`config.mk`:
```
export PLATFORM = sky130hd
export DESIGN_NAME = wb_stage
export DESIGN_NICKNAME = d
export VERILOG_FILES = /design/src/rtl/wb_stage.sv
export SDC_FILE = /design/constraint.sdc
export NUM_CORES = 1
export LEC_CHECK = 0
export BUFFER_PORTS_ARGS = -buffer_cell sky130_fd_sc_hd__buf_2
export CORE_UTILIZATION = 41
export DETAILED_ROUTE_END_ITERATION = 16
export PLACE_DENSITY = 0.72
export REMOVE_ABC_BUFFERS = 1
export SYNTH_ARGS = -nofsm -noshare
export SYNTH_HDL_FRONTEND = slang
export SYNTH_SLANG_ARGS = --single-unit
export TNS_END_PERCENT = 5
```
`constraint.sdc`:
```
create_clock -name clk -period 1.9 [get_ports clk]
set_input_delay 0.57 -clock clk [delete_from_list [all_inputs] [get_ports clk]]
set_output_delay 0.57 -clock clk [all_outputs]
set_load 0.005 [all_outputs]
```
`src/rtl/wb_stage.sv`:
```
`default_nettype none
// +----------------------------------------------------------------------------+
// | Module      : wb_stage                                                     |
// | Description : MIPS write-back stage. Drives the register-file write port   |
// |               from MEM-stage results, waits for SRAM load data, aligns and |
// |               extends it, stalls upstream while a load is outstanding,     |
// |               and keeps a load watchdog and a retired-instruction count.   |
// | Revision    : 1.0 - initial release                                        |
// +----------------------------------------------------------------------------+
module wb_stage #(
    parameter int MAX_WAIT   = 16,
    parameter bit BIG_ENDIAN = 1'b1
) (
    input  logic        clk,
    input  logic        rst,
    input  logic        mem_valid,
    input  logic        mem_wen,
    input  logic [4:0]  mem_dst,
    input  logic        mem_is_load,
    input  logic [2:0]  mem_ld_type,
    input  logic [1:0]  mem_addr_lo,
    input  logic [31:0] mem_result,
    output logic        wb_stall,
    input  logic        dmem_rvalid,
    input  logic [31:0] dmem_rdata,
    output logic        rf_wen,
    output logic [4:0]  rf_wa,
    output logic [31:0] rf_wd,
    output logic        align_err,
    output logic        ld_timeout,
    output logic [31:0] retired
);

    localparam logic [7:0] c_max_wait = 8'(MAX_WAIT);

    localparam logic [2:0] c_lb  = 3'd0;
    localparam logic [2:0] c_lbu = 3'd1;
    localparam logic [2:0] c_lh  = 3'd2;
    localparam logic [2:0] c_lhu = 3'd3;
    localparam logic [2:0] c_lw  = 3'd4;

    typedef enum logic [0:0] {
        S_RUN    = 1'b0,
        S_LDWAIT = 1'b1
    } state_t;

    state_t      r_state;
    logic [7:0]  r_wait_cnt;
    logic [4:0]  r_ld_dst;
    logic        r_ld_wen;
    logic [2:0]  r_ld_type;
    logic [1:0]  r_ld_addr;

    logic [1:0]  w_byte_sel;
    logic [7:0]  w_byte;
    logic        w_half_hi;
    logic [15:0] w_half;
    logic [31:0] w_ld_data;
    logic        w_ld_legal;
    logic [7:0]  w_cnt_next;

    // Stall is a pure decode of the state register
    assign wb_stall   = (r_state == S_LDWAIT);
    assign w_cnt_next = r_wait_cnt + 8'd1;

    // Select the addressed byte/halfword lane, extend it and classify legality
    always_comb begin
        w_byte_sel = BIG_ENDIAN ? (2'd3 - r_ld_addr) : r_ld_addr;
        w_half_hi  = BIG_ENDIAN ? ~r_ld_addr[1] : r_ld_addr[1];
        case (w_byte_sel)
            2'd0:    w_byte = dmem_rdata[7:0];
            2'd1:    w_byte = dmem_rdata[15:8];
            2'd2:    w_byte = dmem_rdata[23:16];
            default: w_byte = dmem_rdata[31:24];
        endcase
        w_half     = w_half_hi ? dmem_rdata[31:16] : dmem_rdata[15:0];
        w_ld_data  = dmem_rdata;
        w_ld_legal = 1'b0;
        case (r_ld_type)
            c_lb: begin
                w_ld_data  = {{24{w_byte[7]}}, w_byte};
                w_ld_legal = 1'b1;
            end
            c_lbu: begin
                w_ld_data  = {24'd0, w_byte};
                w_ld_legal = 1'b1;
            end
            c_lh: begin
                w_ld_data  = {{16{w_half[15]}}, w_half};
                w_ld_legal = ~r_ld_addr[0];
            end
            c_lhu: begin
                w_ld_data  = {16'd0, w_half};
                w_ld_legal = ~r_ld_addr[0];
            end
            c_lw: begin
                w_ld_data  = dmem_rdata;
                w_ld_legal = (r_ld_addr == 2'd0);
            end
            default: begin
                w_ld_data  = dmem_rdata;
                w_ld_legal = 1'b0;
            end
        endcase
    end

    // Stage FSM: capture MEM results, wait for load data, commit and count
    always_ff @(posedge clk or negedge rst) begin
        if (!rst) begin
            r_state    <= S_RUN;
            r_wait_cnt <= 8'd0;
            r_ld_dst   <= 5'd0;
            r_ld_wen   <= 1'b0;
            r_ld_type  <= 3'd0;
            r_ld_addr  <= 2'd0;
            rf_wen     <= 1'b0;
            rf_wa      <= 5'd0;
            rf_wd      <= 32'd0;
            align_err  <= 1'b0;
            ld_timeout <= 1'b0;
            retired    <= 32'd0;
        end else begin
            rf_wen    <= 1'b0;
            align_err <= 1'b0;
            case (r_state)
                S_RUN: begin
                    if (mem_valid) begin
                        if (!mem_is_load) begin
                            rf_wen  <= mem_wen & (mem_dst != 5'd0);
                            rf_wa   <= mem_dst;
                            rf_wd   <= mem_result;
                            retired <= retired + 32'd1;
                        end else begin
                            r_ld_dst   <= mem_dst;
                            r_ld_wen   <= mem_wen;
                            r_ld_type  <= mem_ld_type;
                            r_ld_addr  <= mem_addr_lo;
                            r_wait_cnt <= 8'd0;
                            r_state    <= S_LDWAIT;
                        end
                    end
                end
                S_LDWAIT: begin
                    // Data arriving on the watchdog's last cycle still commits
                    if (dmem_rvalid) begin
                        r_state <= S_RUN;
                        retired <= retired + 32'd1;
                        if (w_ld_legal) begin
                            rf_wen <= r_ld_wen & (r_ld_dst != 5'd0);
                            rf_wa  <= r_ld_dst;
                            rf_wd  <= w_ld_data;
                        end else begin
                            align_err <= 1'b1;
                        end
                    end else if (w_cnt_next == c_max_wait) begin
                        ld_timeout <= 1'b1;
                        r_state    <= S_RUN;
                    end else begin
                        r_wait_cnt <= w_cnt_next;
                    end
                end
                default: r_state <= S_RUN;
            endcase
        end
    end

endmodule
`default_nettype wire

```
Word-level counts from Yosys, hierarchy flattened
Cells that the tools add are included.
- add/sub/neg operators: 3
- $mul: 0
- div/mod/pow operators: 0
- $lt $le $gt $ge: 0
- equality and inequality tests: 14
- shift-type cells: 0
- mux-type cells: 36
- bitwise gates (word level): 5
- reductions and logical operators: 12
- operators by type and width (operator ; count):
    $mux 32 ; 7
    $pmux 32 s2 ; 2
    $pmux 32 s4 ; 1
    $add 32x1->32 const B ; 1
    $mux 8 ; 4
    $pmux 8 s3 ; 1
    $mux 5 ; 4
    $mux 16 ; 1
    $pmux 8 s2 ; 1
    $ne 2x2->1 const B ; 6
    $mux 1 ; 11
    $pmux 5 s2 ; 1
    $reduce_bool 5->1 ; 2
    $reduce_and 3->1 ; 3
    $add 8x1->8 const B ; 1
    $eq 8x5->1 const B ; 1
    $reduce_and 4->1 ; 2
    $eq 3x2->1 const B ; 2
    $logic_not 2->1 ; 2
    $pmux 1 s2 ; 2
    $reduce_or 2->1 ; 2
    $eq 3x1->1 const B ; 1
    $eq 3x3->1 const B ; 1
    $logic_not 3->1 ; 1
    other kinds (7) ; 10
- bits in registers: 92
- bits in latches: 0
- bits in writable memories: 0
- memory bits (read-only): 0
- bits of input ports: 80
- word-level logic and storage cells: 82
- memories kept: 0

Logic depth before layout (Yosys ltp)
- word-level depth: 7
- depth in mapped cells: 8
- depth with buffers taken out: 6

Worst setup path before layout
OpenSTA, ideal clock, no wires.
- kind: in2reg
- start: in dmem_rdata[7]
- end: reg rf_wd[16]
- setup time: 122 ps
- arrival: 1604 ps
- data required time: 1778 ps
- setup slack: 173 ps
- cell stages on the path: 6
- cells stage by stage: mux4_2 nor2_2 o21ai_4 buf_4 a21oi_1 o21ai_1
- cells in the longest elaborated chain, start to end: 5
- RTL lines (what ; RTL line ; text):
    from (decl) ; 25 ; input logic [31:0] dmem_rdata,
    $pmux 8 s3 ; 70 ; case (w_byte_sel)
    $pmux 32 s4 ; 79 ; case (r_ld_type)
    $mux 32 ; 148 ; if (w_ld_legal) begin
    $mux 32 ; 145 ; if (dmem_rvalid) begin
    $pmux 32 s2 ; 125 ; case (r_state)
    to (signal assigned) ; 131 ; rf_wd <= mem_result;
    to (signal assigned) ; 151 ; rf_wd <= w_ld_data;
    to (decl) ; 28 ; output logic [31:0] rf_wd,
No other way between the ends. The select of a mux whose other input is x is not followed.
A chain may end at the register's enable or synchronous reset.

Final worst setup path
- start: reg r_state, in the netlist wb_stall
- end: out wb_stall
- RTL lines (what ; RTL line ; text):
    from (decl) ; 47 ; state_t r_state;
    from (signal assigned) ; 110 ; r_state <= S_RUN;
    from (signal assigned) ; 139 ; r_state <= S_LDWAIT;
    from (signal assigned) ; 146 ; r_state <= S_RUN;
    to (decl) ; 23 ; output logic wb_stall,
No word-level cell between the ends.

==> results.md <==
* WL/cell at 16.4 um
* CP Class: reg2out
* Top area cells in the synthesized netlist: dfrtp_1, o21ai_0, xnor2_1
* Unique masters post-synth at 53
* Design Power at 0.00631 W
* Met2 Wirelength at 6.33 mm
* Slowest cell on the critical path: dfrtp_2
* CTS hold repair buffers at 0
* Worst-Skew Late Latency at 340 ps
* DP HPWL at 9.62 mm
* Routed Antenna Nets at 0
* TritonCTS Buffers at 9
* Yosys top cell by area: dfrtp_1
* GRT Total Usage at 0.227
* Met1 WL at 5.52 mm
* Metal3 WL at 769 um
* Largest net degree at the start of global routing at 40
* Final hold vios at 0
* DRC violations left at 0
* Final worst clock skew at 5.28 ps
* Iter 0 DRT Violations at 216
* Setup tns final at 0 ps
* Leakage at 3.03 nW
* Minimum clock period at 1840 ps
* Total die area at 12100 sq um
* Most frequent cells after synthesis: dfrtp_1, nand2_1, o21ai_0
* Max IR drop VDD at 0.450 mV
* Pins Over Slew Limit at 0
* CP max stage delay at 480 ps
* Clock tree buffer depth at 2
* RSZ-0062 raised after global routing: yes
* PortBufs at 152
* Worst setup SP type: flip-flop
* Die Wd at 110 um
* Final WS setup at 58.0 ps
* Reg2reg setup slack at 130 ps
* Total Nets Final at 727
* Asr flop ratio synth at 1.00
* # clock sinks at 92
* Part of the Yosys area used for sequential elements at 0.482
* Post-route cell area at 6190 sq um
* Area of the core at 11400 sq um
* Initial Util at 0.420
* Core Rows at 39
* Top FF cell, synth: dfrtp_1
* Max-capacitance violation count at 0
* Top-area cell type share of the netlist area at 0.482
* Seq cells post-synth at 92
* # H-tree levels at 3
* Remaining Overflow, GRT at 0
* Slew headroom at 0.634
* Die H at 110 um
* Initial antenna violation count at 2
* First-pass GRT wire length at 20.6 mm
* Critical Path RT at 1330 ps
* Placed Instance Area at 5870 sq um
* Setup crit end: wb_stall
* Vias per std cell at 5.48
* DR pass1 iterations at 7
* Avg Inst Size Synth at 10.1 sq um
* Highest metal used: met5
* RR Endpoint: retired[25]
* Run status: completed
* Worst-margin pin slew at 547 ps
* CP Capture Type: primary output
* Worst R2R Start: wb_stall
* Setup crit start: wb_stall
* R2R depth at 5
* Clock root cell: clkbuf_16
* Pre-CTS setup slack at -92.6 ps
* Most common cell in the netlist: dfrtp_1
* Fmax at 0.543 GHz
* CTS tree: done
* Crit path max fanout at 36
* Crit path DAT at 1270 ps
* Share of layout cells above drive strength 1 at 0.366
* Area Growth Syn to Fin at 29.7%
* Period utilization at 0.969
* Vias at 4338
* I/O Pins at 153
* Tightest Hold Check Type: in2async
* Vias in the first global route at 4128
* Reg clk slew, reported paths at 60 ps
* CP Cell Sequence: buf_8, buf_2
* Placer congestion estimate at 0.865
* WL final at 13.0 mm
* Final Setup Violations at 0
* Synth Cell Area at 4770 sq um
* EDFF count, synth at 0
* Power Dens Cells at 1020 nW/um^2
* Ys Warns at 0
* Synthesized instance count at 471
-- registers in the layout, summed over array words and instances (netlist names) --
signal and cells:
rf_wa 5, r_ld_wen 1, rf_wen 1, ld_timeout 1, wb_stall 1, retired 32, r_wait_cnt 8, align_err 1
r_ld_dst 5, r_ld_type 3, r_ld_addr 2, rf_wd 32
-- power by group --
group | total (W) | switching (W) | internal (W)
registers | 0.00274 | 0.000355 | 0.00239
logic | 0.00191 | 0.000990 | 0.000919
clock network | 0.00166 | 0.000748 | 0.000914
total | 0.00631 | 0.00209 | 0.00422
-- repair_timing --
action | 4_1_cts | 5_1_grt
resized for setup | 1 | 4
gates cloned | 0 | 0
pin swaps | 0 | 4
endpoints found under the setup margin | 1 | 29
setup buffers | 0 | 3
-- logic make-up after synthesis --
group / Yosys count / share of synthesized area
AOI/OAI and AO/OA: 141 / 0.193
and+or+nand+nor: 144 / 0.163
muxes: 29 / 0.0666
xor gates and xnor gates: 31 / 0.0569
adders and majority gates: 3 / 0.00787
buffers and inverters: 31 / 0.0299
DFF: 92 / 0.482
-- metrics by stage --
stage	cells	utilization	hold WS, ps
after global placement	773	0.516	456
final	792	0.544	186
after global routing	792	0.544	213
after floorplan	444	-	274
after CTS	788	0.540	196
after detailed placement	773	0.516	467
-- layer usage --
metal	global-route usage	vias up
met5	0	-
met4	0.102	2
met3	0.0563	33
met2	0.361	155
met1	0.290	2095
li1	-	2053
-- final cells by class --
| type | instances | area (sq um) |
|---|---|---|
| Tap cell | 143 | 179 |
| Multi-Input combinational cell | 348 | 2340 |
| Clock buffer | 11 | 243 |
| Sequential cell | 92 | 2300 |
| Timing Repair Buffer | 189 | 1070 |
| Fill cell | 1001 | 5180 |
| Antenna cell | 1 | 2.50 |
| Inverter | 4 | 15.0 |
| Clock inverter | 4 | 26.3 |
-- layout by cell type (no fill, tap or decap), types with 3 or more instances in the layout --
cell         n
nand3_1     17
nor2_2       4
inv_1        4
a21o_1       3
ha_1         3
o21ai_0     45
nand2_1     55
xnor2_1     24
nand2b_1    10
mux2i_1     16
a31oi_1      7
buf_4       35
a22o_1      10
dfrtp_1     90
nor3_1       8
mux2_2      12
nor4_4       3
and2_1       3
a221oi_1     8
clkbuf_16    9
xor2_1       7
a2bb2oi_1    7
a21oi_1     21
nor2_1      17
buf_2      151
or4_1        3
o221ai_1     8
o21ai_1     18
and3_1       7
-- worst min-delay path by stage --
stage                        to
global route        retired[23]
finish                rf_wd[26]
detailed placement    rf_wd[22]
global placement    retired[31]
CTS                 retired[23]
floorplan             align_err
-- critical path: cells and delay by family, from the launching register on --
family	cells	cell delay, ps
flip-flops	1	480
buffers and inverters	2	440
Note: power is estimated with default switching activity, not from simulation.
